**src/rtl/light_pkg.sv**
```systemverilog
// Shared constants and state type for the light sequencer and the pattern decoder bank.
// Contents: selector width and code count, dwell register width, reset dwell, FSM state enum.
package light_pkg;

  localparam int unsigned LIGHT_SEL_W         = 6;
  localparam int unsigned LIGHT_STEPS         = 60;
  localparam int unsigned LIGHT_DWELL_W       = 16;
  localparam int unsigned LIGHT_DEFAULT_DWELL = 1000;

  typedef enum logic [1:0] {
    ST_IDLE  = 2'd0,
    ST_RUN   = 2'd1,
    ST_PAUSE = 2'd2
  } light_state_e;

endpackage

```
**src/rtl/light_dwell_timer.sv**
```systemverilog
// Dwell timer: holds the programmable dwell register, the dwell captured for the
// code currently shown, and the per-code cycle counter.
// Ports:
//   clk, rst_n      clock, asynchronous active-low reset
//   dwell_load      pulse, capture dwell_val into the dwell register (0 stored as 1)
//   dwell_val       requested dwell in cycles
//   restart         clear the counter and recapture the active dwell (start/stop/step)
//   count_en        advance the counter this cycle
//   expire_c        combinational: the current code has been shown for the full dwell
module light_dwell_timer
  import light_pkg::*;
#(
  parameter int unsigned DEFAULT_DWELL = LIGHT_DEFAULT_DWELL
) (
  input  logic                     clk,
  input  logic                     rst_n,
  input  logic                     dwell_load,
  input  logic [LIGHT_DWELL_W-1:0] dwell_val,
  input  logic                     restart,
  input  logic                     count_en,
  output logic                     expire_c
);

  localparam int unsigned W = LIGHT_DWELL_W;

  logic [W-1:0] dwell_reg;
  logic [W-1:0] active_dwell;
  logic [W-1:0] cnt;

  // active_dwell is never 0, so active_dwell-1 cannot underflow and cnt never overflows
  assign expire_c = count_en && !restart && (cnt == (active_dwell - W'(1)));

  // Register and counter; a newly loaded dwell only takes effect at the next boundary
  always_ff @(posedge clk or negedge rst_n) begin
    if (!rst_n) begin
      dwell_reg    <= W'(DEFAULT_DWELL);
      active_dwell <= W'(DEFAULT_DWELL);
      cnt          <= '0;
    end else begin
      if (dwell_load) begin
        dwell_reg <= (dwell_val == '0) ? W'(1) : dwell_val;
      end
      if (restart || expire_c) begin
        cnt          <= '0;
        active_dwell <= dwell_reg;
      end else if (count_en) begin
        cnt <= cnt + W'(1);
      end
    end
  end

endmodule

```
**src/rtl/light_sequencer.sv**
```systemverilog
// Light sequencer: steps the shared 6-bit pattern selector through codes 0..STEPS-1
// at a programmable dwell, with start/stop, pause + single-step and one-shot/loop runs.
// Optional feature: define LIGHT_SEQ_REVERSE_EN to add the dir input (1 = count down).
// Ports:
//   clk, rst_n           clock, asynchronous active-low reset
//   start, stop          pulses; begin a run from the first code / abort to IDLE
//   pause, step_req      freeze while high / advance one code while frozen
//   one_shot             sampled at start; 1 = end after the last code, 0 = loop
//   dwell_load/dwell_val load a new dwell (cycles per code, 0 treated as 1)
//   dir                  (LIGHT_SEQ_REVERSE_EN only) direction, sampled at start and boundaries
//   sel, sel_valid       selector and its qualifier
//   busy                 high in RUN or PAUSE
//   wrap, done           one-cycle pulses: loop wrap-around / one-shot completion
module light_sequencer
  import light_pkg::*;
#(
  parameter int unsigned DEFAULT_DWELL = LIGHT_DEFAULT_DWELL
) (
  input  logic                     clk,
  input  logic                     rst_n,
  input  logic                     start,
  input  logic                     stop,
  input  logic                     pause,
  input  logic                     step_req,
  input  logic                     one_shot,
  input  logic                     dwell_load,
  input  logic [LIGHT_DWELL_W-1:0] dwell_val,
`ifdef LIGHT_SEQ_REVERSE_EN
  input  logic                     dir,
`endif
  output logic [LIGHT_SEL_W-1:0]   sel,
  output logic                     sel_valid,
  output logic                     busy,
  output logic                     wrap,
  output logic                     done
);

  localparam int unsigned SEL_W = LIGHT_SEL_W;
  localparam int unsigned STEPS = LIGHT_STEPS;

  light_state_e     state;
  logic             one_shot_q;
  logic             dir_c;
  logic             running_c;
  logic             step_c;
  logic             count_en_c;
  logic             restart_c;
  logic             expire_c;
  logic             boundary_c;
  logic [SEL_W-1:0] first_c;
  logic [SEL_W-1:0] last_c;
  logic [SEL_W-1:0] next_sel_c;

`ifdef LIGHT_SEQ_REVERSE_EN
  assign dir_c = dir;
`else
  assign dir_c = 1'b0;
`endif

  // Priority decode: stop > start > pause > step_req > dwell expiry
  assign running_c  = (state != ST_IDLE);
  assign step_c     = (state == ST_PAUSE) && pause && step_req && !stop && !start;
  assign count_en_c = running_c && !pause && !stop && !start;
  assign restart_c  = stop || start || step_c;
  assign boundary_c = step_c || expire_c;

  // First/last code for the direction in force; compared explicitly, never via 2^SEL_W wrap
  assign first_c    = dir_c ? SEL_W'(STEPS - 1) : '0;
  assign last_c     = dir_c ? '0 : SEL_W'(STEPS - 1);
  assign next_sel_c = dir_c ? (sel - SEL_W'(1)) : (sel + SEL_W'(1));

  light_dwell_timer #(
    .DEFAULT_DWELL (DEFAULT_DWELL)
  ) u_dwell_timer (
    .clk        (clk),
    .rst_n      (rst_n),
    .dwell_load (dwell_load),
    .dwell_val  (dwell_val),
    .restart    (restart_c),
    .count_en   (count_en_c),
    .expire_c   (expire_c)
  );

  // Sequencer FSM with registered selector and status outputs
  always_ff @(posedge clk or negedge rst_n) begin
    if (!rst_n) begin
      state      <= ST_IDLE;
      sel        <= '0;
      sel_valid  <= 1'b0;
      busy       <= 1'b0;
      wrap       <= 1'b0;
      done       <= 1'b0;
      one_shot_q <= 1'b0;
    end else begin
      wrap <= 1'b0;
      done <= 1'b0;
      if (stop) begin
        state     <= ST_IDLE;
        sel       <= '0;
        sel_valid <= 1'b0;
        busy      <= 1'b0;
      end else if (start) begin
        state      <= ST_RUN;
        sel        <= first_c;
        sel_valid  <= 1'b1;
        busy       <= 1'b1;
        one_shot_q <= one_shot;
      end else if (running_c) begin
        state <= pause ? ST_PAUSE : ST_RUN;
        if (boundary_c) begin
          if (sel == last_c) begin
            if (one_shot_q) begin
              // One-shot end: the last code stays on sel for the decoders' benefit
              state     <= ST_IDLE;
              sel_valid <= 1'b0;
              busy      <= 1'b0;
              done      <= 1'b1;
            end else begin
              sel  <= first_c;
              wrap <= 1'b1;
            end
          end else begin
            sel <= next_sel_c;
          end
        end
      end
    end
  end

endmodule

```
**config.mk**
```make
export PLATFORM = sky130hd
export DESIGN_NAME = light_sequencer
export DESIGN_NICKNAME = d
export VERILOG_FILES = /design/src/rtl/light_pkg.sv /design/src/rtl/light_dwell_timer.sv /design/src/rtl/light_sequencer.sv
export SDC_FILE = /design/constraint.sdc
export NUM_CORES = 1
export LEC_CHECK = 0
export BUFFER_PORTS_ARGS = -buffer_cell sky130_fd_sc_hd__buf_2
export CAP_MARGIN = 10
export CORE_ASPECT_RATIO = 0.75
export CORE_MARGIN = 2
export CORE_UTILIZATION = 40
export DETAILED_ROUTE_END_ITERATION = 7
export GPL_TIMING_DRIVEN = 0
export PLACE_DENSITY = 0.61
export SYNTH_ARGS = -nofsm -noshare
export SYNTH_HDL_FRONTEND = slang
export SYNTH_SLANG_ARGS = --single-unit
```
**constraint.sdc**
```tcl
create_clock -name clk -period 2.9 [get_ports clk]
set_clock_uncertainty 0.05 [all_clocks]
set_input_delay 0.58 -clock clk [delete_from_list [all_inputs] [get_ports clk]]
set_output_delay 0.58 -clock clk [all_outputs]
set_load 0.05 [all_outputs]
```
==> results of run 1 <==
final cells by class:
type                    instances  area (µm²)
fillers                       737        3810
multi-input cells             219        1740
flip-flops and latches         60        1520
repair buffers                 54         389
well taps                     105         131
clock buffers                   9         124
clock inverters                 7        98.8
plain buffers                  10        85.1
inverters                       5        18.8
routing by layer:
metal,share of wire [%],routed length [µm]
met1,52,3690
met2,42,2980
met3,4.4,307
met4,1.1,80
met5,0,0
logic make-up (layout without fill, tap and decap cells):
| logic type | Yosys count | in the layout | share of synthesized area (%) |
|---|---|---|---|
| AOI/OAI and AO/OA | 33 | 33 | 7.40 |
| xor gates and xnor gates | 36 | 36 | 9.66 |
| adders and majority gates | 3 | 3 | 1.15 |
| buffers and inverters | 17 | 85 | 3.53 |
| DFF | 60 | 60 | 46.5 |
| muxes | 34 | 34 | 13.1 |
| and+or+nand+nor | 113 | 113 | 18.7 |
per-stage QoR:
| step | instance area [µm²] | setup WS (ns) |
|---|---|---|
| 6_report | 4110 | -0.161 |
| 2_1_floorplan | 3290 | -0.191 |
| 3_5_place_dp | 3600 | -0.507 |
| 5_1_grt | 4110 | -0.273 |
| 3_3_place_gp | 3580 | -0.495 |
| 4_1_cts | 4020 | -0.203 |
worst max-delay path by stage:
| stage | start | endpoint | slack (ns) | depth (start not counted) |
|---|---|---|---|---|
| floorplan | u_dwell_timer.active_dwell[0]$_DFFE_PN0N_ | u_dwell_timer.active_dwell[0]$_DFFE_PN0N_ | -0.19 | 11 |
| global placement | start | u_dwell_timer.active_dwell[15]$_DFFE_PN0N_ | -0.50 | 10 |
| detailed placement | u_dwell_timer.active_dwell[0]$_DFFE_PN0N_ | u_dwell_timer.active_dwell[10]$_DFFE_PN0N_ | -0.51 | 11 |
| CTS | u_dwell_timer.active_dwell[0]$_DFFE_PN0N_ | u_dwell_timer.active_dwell[10]$_DFFE_PN0N_ | -0.20 | 10 |
| global route | u_dwell_timer.active_dwell[1]$_DFFE_PN0N_ | u_dwell_timer.active_dwell[10]$_DFFE_PN0N_ | -0.27 | 10 |
| finish | u_dwell_timer.active_dwell[1]$_DFFE_PN0N_ | u_dwell_timer.active_dwell[10]$_DFFE_PN0N_ | -0.16 | 10 |
worst max-delay path: cells and delay by family, from the launching register on:
family / cells / cell delay (ns)
AO/OA/AOI/OAI: 1 / 0.39
multiplexers: 1 / 0.29
buffers and inverters: 2 / 0.24
adder cells (fa/ha/maj): 1 / 0.13
AND/OR/NAND/NOR: 5 / 1.40
flip-flops: 1 / 0.44
power breakdown:
group | leakage [nW] | switching (mW) | internal (mW) | total (mW)
sequential | 0.742 | 0.0685 | 0.910 | 0.979
clock | 0.110 | 0.352 | 0.488 | 0.840
combinational | 0.940 | 0.147 | 0.176 | 0.323
layout by cell type (no fill, tap or decap), drive strengths merged, types with 9 or more instances in the layout:
cell	netlist	routed
clkbuf	3	11
dfrtp	48	48
xnor2	15	15
buf	9	62
nand3	12	12
nor4	9	9
xor2	21	21
dfstp	12	12
nand2	16	16
mux2	32	32
nor2	29	29
what timing repair did:
item	in CTS	in global routing
hold buffers	0	0
endpoints found under the setup margin	43	43
setup buffers	16	3
resized for setup	11	15
pin swaps	6	7
gates cloned	2	0
==> impl_metrics.env, run 1 <==
export IMPL_cts_max_level=3
export IMPL_cp_slowest_cell="or4_4"
export IMPL_critPathCaptureType="flip-flop"
export IMPL_die_h_um=82.2
export IMPL_ys_ff_latch=60
export IMPL_die_x_um=108
export IMPL_pwr_density_cell_nw_per_um2=522
export IMPL_die_area_um2=8910
export IMPL_grt_use_total_pct=17.5
export IMPL_met3_usage_pct=4.63
export IMPL_ys_warn_count=0
export IMPL_max_freq_ghz=0.327
export IMPL_violations="setup timing"
export IMPL_ys_types=54
export IMPL_r2r_slack_ns=-0.16
export IMPL_port_buffer_count=32
export IMPL_grt_overflow_total=0
export IMPL_start_util_pct=41.2
export IMPL_grt_pass1_vias=2388
export IMPL_drc=0
export IMPL_yosysMostFrequentCell="dfrtp_1"
export IMPL_antenna_found_initial=0
export IMPL_coreArea_um2=7920
export IMPL_clk_insertion_delay_late_ns=0.34
export IMPL_vias=2460
export IMPL_synthesis_area_um2=3260
export IMPL_drt_initial_drc_count=112
export IMPL_synth_fp_nets=323
export IMPL_avgRoutedWirePerCell_um=15.0
export IMPL_relSlewSlack_pct=47.9
export IMPL_via_per_inst=5.25
export IMPL_syn_area_per_cell_um2=11.0
export IMPL_dp_cells=434
export IMPL_crit_chain="inv_2 -> ha_4 -> nor4b_4 -> nand2_1 -> or3_1 -> a2111o_1 -> or4_4 -> nand3_4 -> buf_8 -> mux2_4"
export IMPL_gr_usage_met2_pct=25.9
export IMPL_synth_async_reset_ratio_pct=100
export IMPL_dr_pass1_iters=4
export IMPL_outcome="finished, violations left"
export IMPL_cts_buffers=9
export IMPL_r2r_start="u_dwell_timer.active_dwell[1]$_DFFE_PN0N_"
export IMPL_cap_violations=0
export IMPL_finalPower_mw=2.14
export IMPL_r2r_cells=10
export IMPL_grt_setup_unrepaired="true"
export IMPL_diodes=0
export IMPL_critPathKind="reg2reg"
export IMPL_routabilityCongestion=0.781
export IMPL_finalNetCount=386
export IMPL_gr_usage_met1_pct=24.8
export IMPL_synth_top_area_share_pct=36.8
export IMPL_min_path_type="in2async"
export IMPL_dp_hpwl_um=4960
export IMPL_worstMarginPinSlew_ns=0.778
export IMPL_synth_top_cell_by_area="dfrtp_1"
export IMPL_io_pins=34
export IMPL_ir_drop_mv=0.316
export IMPL_hold_viol_final=0
export IMPL_synth_top_cells_by_area="dfrtp_1 (37%), dfstp_2 (9.7%), mux2_2 (6.6%)"
export IMPL_fin_cells=469
export IMPL_path_max_fanout=6
export IMPL_r2r_end="u_dwell_timer.active_dwell[10]$_DFFE_PN0N_"
export IMPL_clock_sinks=60
export IMPL_ys_flop_type="dfrtp_1"
export IMPL_arrival_ns=3.23
export IMPL_tritoncts="built"
export IMPL_netlist_top_cells_count="dfrtp_1 (48), nor2_1 (29), xor2_1 (21)"
export IMPL_fin_crit_sh_pct=106
export IMPL_synth_cells=296
export IMPL_drive_above_1_share_pct=40.7
export IMPL_clk_pin_slew_worst_paths_ns=0.07
export IMPL_fin_ws_ns=-0.161
export IMPL_syn2layout_area_growth_pct=25.8
export IMPL_leakage_nw=1.79
export IMPL_worst_hold_slack_ns=0.177
export IMPL_period_needed_ns=3.06
export IMPL_grt_start_max_net_pins=39
export IMPL_num_rows=28
export IMPL_antenna_left=0
export IMPL_cts_root_buf="clkbuf_8"
export IMPL_busiest_layer="met2"
export IMPL_slew_viol_final=0
export IMPL_ys_seq_area_share_pct=46.5
export IMPL_setup_viol=40
export IMPL_start_kind="flip-flop"
export IMPL_clock_path_buffers=2
export IMPL_drt_wl_total_um=7060
export IMPL_grt_pass1_wl_um=11800
export IMPL_synth_edf_count=0
export IMPL_utilization_pct=51.8
export IMPL_crit_required_ns=3.07
export IMPL_setup_tns_ns=-4.51
export IMPL_critPathMaxStageDelay_ns=0.57
No activity file was read; power rests on OpenSTA's default activity.
==> inputs of run 2 (changes only) <==
--- a/config.mk
+++ b/config.mk
@@ -7,12 +7,14 @@
 export LEC_CHECK = 0
 export BUFFER_PORTS_ARGS = -buffer_cell sky130_fd_sc_hd__buf_2
 export CAP_MARGIN = 10
+export CELL_PAD_IN_SITES_DETAIL_PLACEMENT = 2
+export CELL_PAD_IN_SITES_GLOBAL_PLACEMENT = 2
 export CORE_ASPECT_RATIO = 0.75
 export CORE_MARGIN = 2
-export CORE_UTILIZATION = 40
+export CORE_UTILIZATION = 35
 export DETAILED_ROUTE_END_ITERATION = 7
 export GPL_TIMING_DRIVEN = 0
-export PLACE_DENSITY = 0.61
+export PLACE_DENSITY = 0.76
 export SYNTH_ARGS = -nofsm -noshare
 export SYNTH_HDL_FRONTEND = slang
 export SYNTH_SLANG_ARGS = --single-unit
==> run 2 against run 1 <==
Effect of this change:
- the run still ends with setup timing left
- wire length increased by 40%
- critical path depth down 2
- worst hold slack got worse by 0.013 ns
- setup slack lost 0.11 ns
- combinational power grew 9.6%
- clock-buffer cell count rose by 3
- power increased by 17%
- final cell count increased by 4.9%
- largest power group is now clock
- highest routed layer unchanged
==> impl_metrics.env, run 2 (same netlist as run 1, synthesis figures left out) <==
export IMPL_start_util_pct=36.1
export IMPL_clock_sinks=60
export IMPL_hold_viol_final=0
export IMPL_cts_buffers=9
export IMPL_grt_overflow_total=0
export IMPL_coreArea_um2=9050
export IMPL_tritoncts="built"
export IMPL_clk_pin_slew_worst_paths_ns=0.06
export IMPL_cts_hold_buf=0
export IMPL_final_common_cell="dfrtp_1"
export IMPL_drt_initial_drc_count=71
export IMPL_drive_above_1_share_pct=43.4
export IMPL_die_area_um2=10100
export IMPL_die_x_um=116
export IMPL_port_buffer_count=32
export IMPL_fin_ws_ns=-0.270
export IMPL_antenna_found_initial=0
export IMPL_arrival_ns=3.34
export IMPL_grt_setup_unrepaired="true"
export IMPL_period_needed_ns=3.17
export IMPL_worstMarginPinSlew_ns=0.830
export IMPL_antenna_left=0
export IMPL_start_kind="flip-flop"
export IMPL_mostFrequentLayoutCells="dfrtp_1 (45), buf_2 (33), xor2_1 (21), nor2_1 (20), buf_4 (17)"
export IMPL_drc=0
export IMPL_violations="setup timing"
export IMPL_dr_pass1_iters=4
export IMPL_dp_cells=457
export IMPL_avgRoutedWirePerCell_um=20.1
export IMPL_diodes=0
export IMPL_cp_slowest_cell="or4_4"
export IMPL_max_freq_ghz=0.316
export IMPL_num_rows=30
export IMPL_drt_wl_total_um=9910
export IMPL_io_pins=34
export IMPL_finalPower_mw=2.51
export IMPL_setup_tns_ns=-7.72
export IMPL_cpMostUsedCell="or4_4"
export IMPL_path_max_fanout=7
export IMPL_cts_max_level=3
export IMPL_cap_violations=0
export IMPL_worst_hold_slack_ns=0.165
export IMPL_grt_use_total_pct=21.1
export IMPL_critPathCaptureType="flip-flop"
export IMPL_routabilityCongestion=0.802
export IMPL_via_per_inst=5.27
export IMPL_critPathMaxStageDelay_ns=0.54
export IMPL_leakage_nw=1.86
export IMPL_vias=2593
export IMPL_min_path_type="in2async"
export IMPL_grt_pass1_vias=2920
export IMPL_crit_required_ns=3.07
export IMPL_ir_drop_mv=0.318
export IMPL_clock_path_buffers=2
export IMPL_grt_start_max_net_pins=40
export IMPL_slew_viol_final=0
export IMPL_fin_crit_sh_pct=109
export IMPL_finalNetCount=386
export IMPL_dp_hpwl_um=6380
export IMPL_cts_root_buf="clkbuf_16"
export IMPL_syn2layout_area_growth_pct=31.5
export IMPL_fin_cells=492
export IMPL_die_h_um=87.6
export IMPL_relSlewSlack_pct=44.4
export IMPL_clk_insertion_delay_late_ns=0.34
export IMPL_pwr_density_cell_nw_per_um2=584
export IMPL_outcome="finished, violations left"
export IMPL_critPathKind="reg2reg"
export IMPL_grt_pass1_wl_um=15900
export IMPL_crit_chain="or4_4 -> or4_4 -> a21oi_4 -> o22ai_2 -> or4_4 -> nand3_4 -> buf_12 -> mux2_4"
export IMPL_setup_viol=41
[run 2: critical path, delay by kind of cell, from the launching register on]
| family | cells | cell delay, ns |
|---|---|---|
| AOI/OAI and AO/OA | 2 | 0.26 |
| buffers and inverters | 1 | 0.16 |
| and+or+nand+nor | 4 | 1.78 |
| DFF | 1 | 0.50 |
| muxes | 1 | 0.30 |
[run 2: through the flow]
step           cell area [µm²]  worst slack, ns  util, %
3_5_place_dp              3630           -0.569     40.1
6_report                  4290           -0.270     47.4
3_3_place_gp              3610           -0.527     39.9
4_1_cts                   4160           -0.188     46.0
2_1_floorplan             3290           -0.191        -
5_1_grt                   4290           -0.336     47.4
[run 2: final cells by class]
cell class	instances	area, µm²
Inverter	5	18.8
Fill cell	891	4750
Tap cell	128	160
Multi-Input combinational cell	219	1790
Clock inverter	4	72.6
Buffer	10	90.1
Timing Repair Buffer	54	394
Sequential cell	60	1520
Clock buffer	12	246
[run 2: layer usage]
metal,GRT usage (%),wire length (µm)
met2,36.5,4850
met1,26.0,4500
met5,0,0
met4,7.67,256
met3,4.91,302
[run 2: what timing repair did]
action / CTS / global route
buffers inserted: 15 / 6
endpoints found under the setup margin: 43 / 43
hold endpoints to repair: 0 / 0
cloned: 1 / 1
gates resized for setup: 26 / 21
pin swaps: 9 / 5
[run 2: path summary, 6_finish.rpt]
path	from	endpoint	slack, ns	cells past startpoint
worst max register to register	u_dwell_timer.active_dwell[2]$_DFFE_PN0N_	u_dwell_timer.active_dwell[15]$_DFFE_PN0N_	-0.27	8
worst min register to register	u_dwell_timer.dwell_reg[1]$_DFFE_PN0P_	u_dwell_timer.active_dwell[1]$_DFFE_PN0N_	0.46	1
min in group clk	one_shot	one_shot_q$_DFFE_PN0P_	0.43	2
worst min-delay path	rst_n	busy$_DFFE_PN0P_	0.16	1
worst max-delay path	u_dwell_timer.active_dwell[2]$_DFFE_PN0N_	u_dwell_timer.active_dwell[15]$_DFFE_PN0N_	-0.27	8
max in group asynchronous	rst_n	u_dwell_timer.active_dwell[9]$_DFFE_PN1N_	1.97	2
[run 2: report_power, final]
part	internal, mW	switching (mW)	leakage (nW)
combinational	0.182	0.172	0.967
clock	0.774	0.390	0.153
sequential	0.912	0.0765	0.742
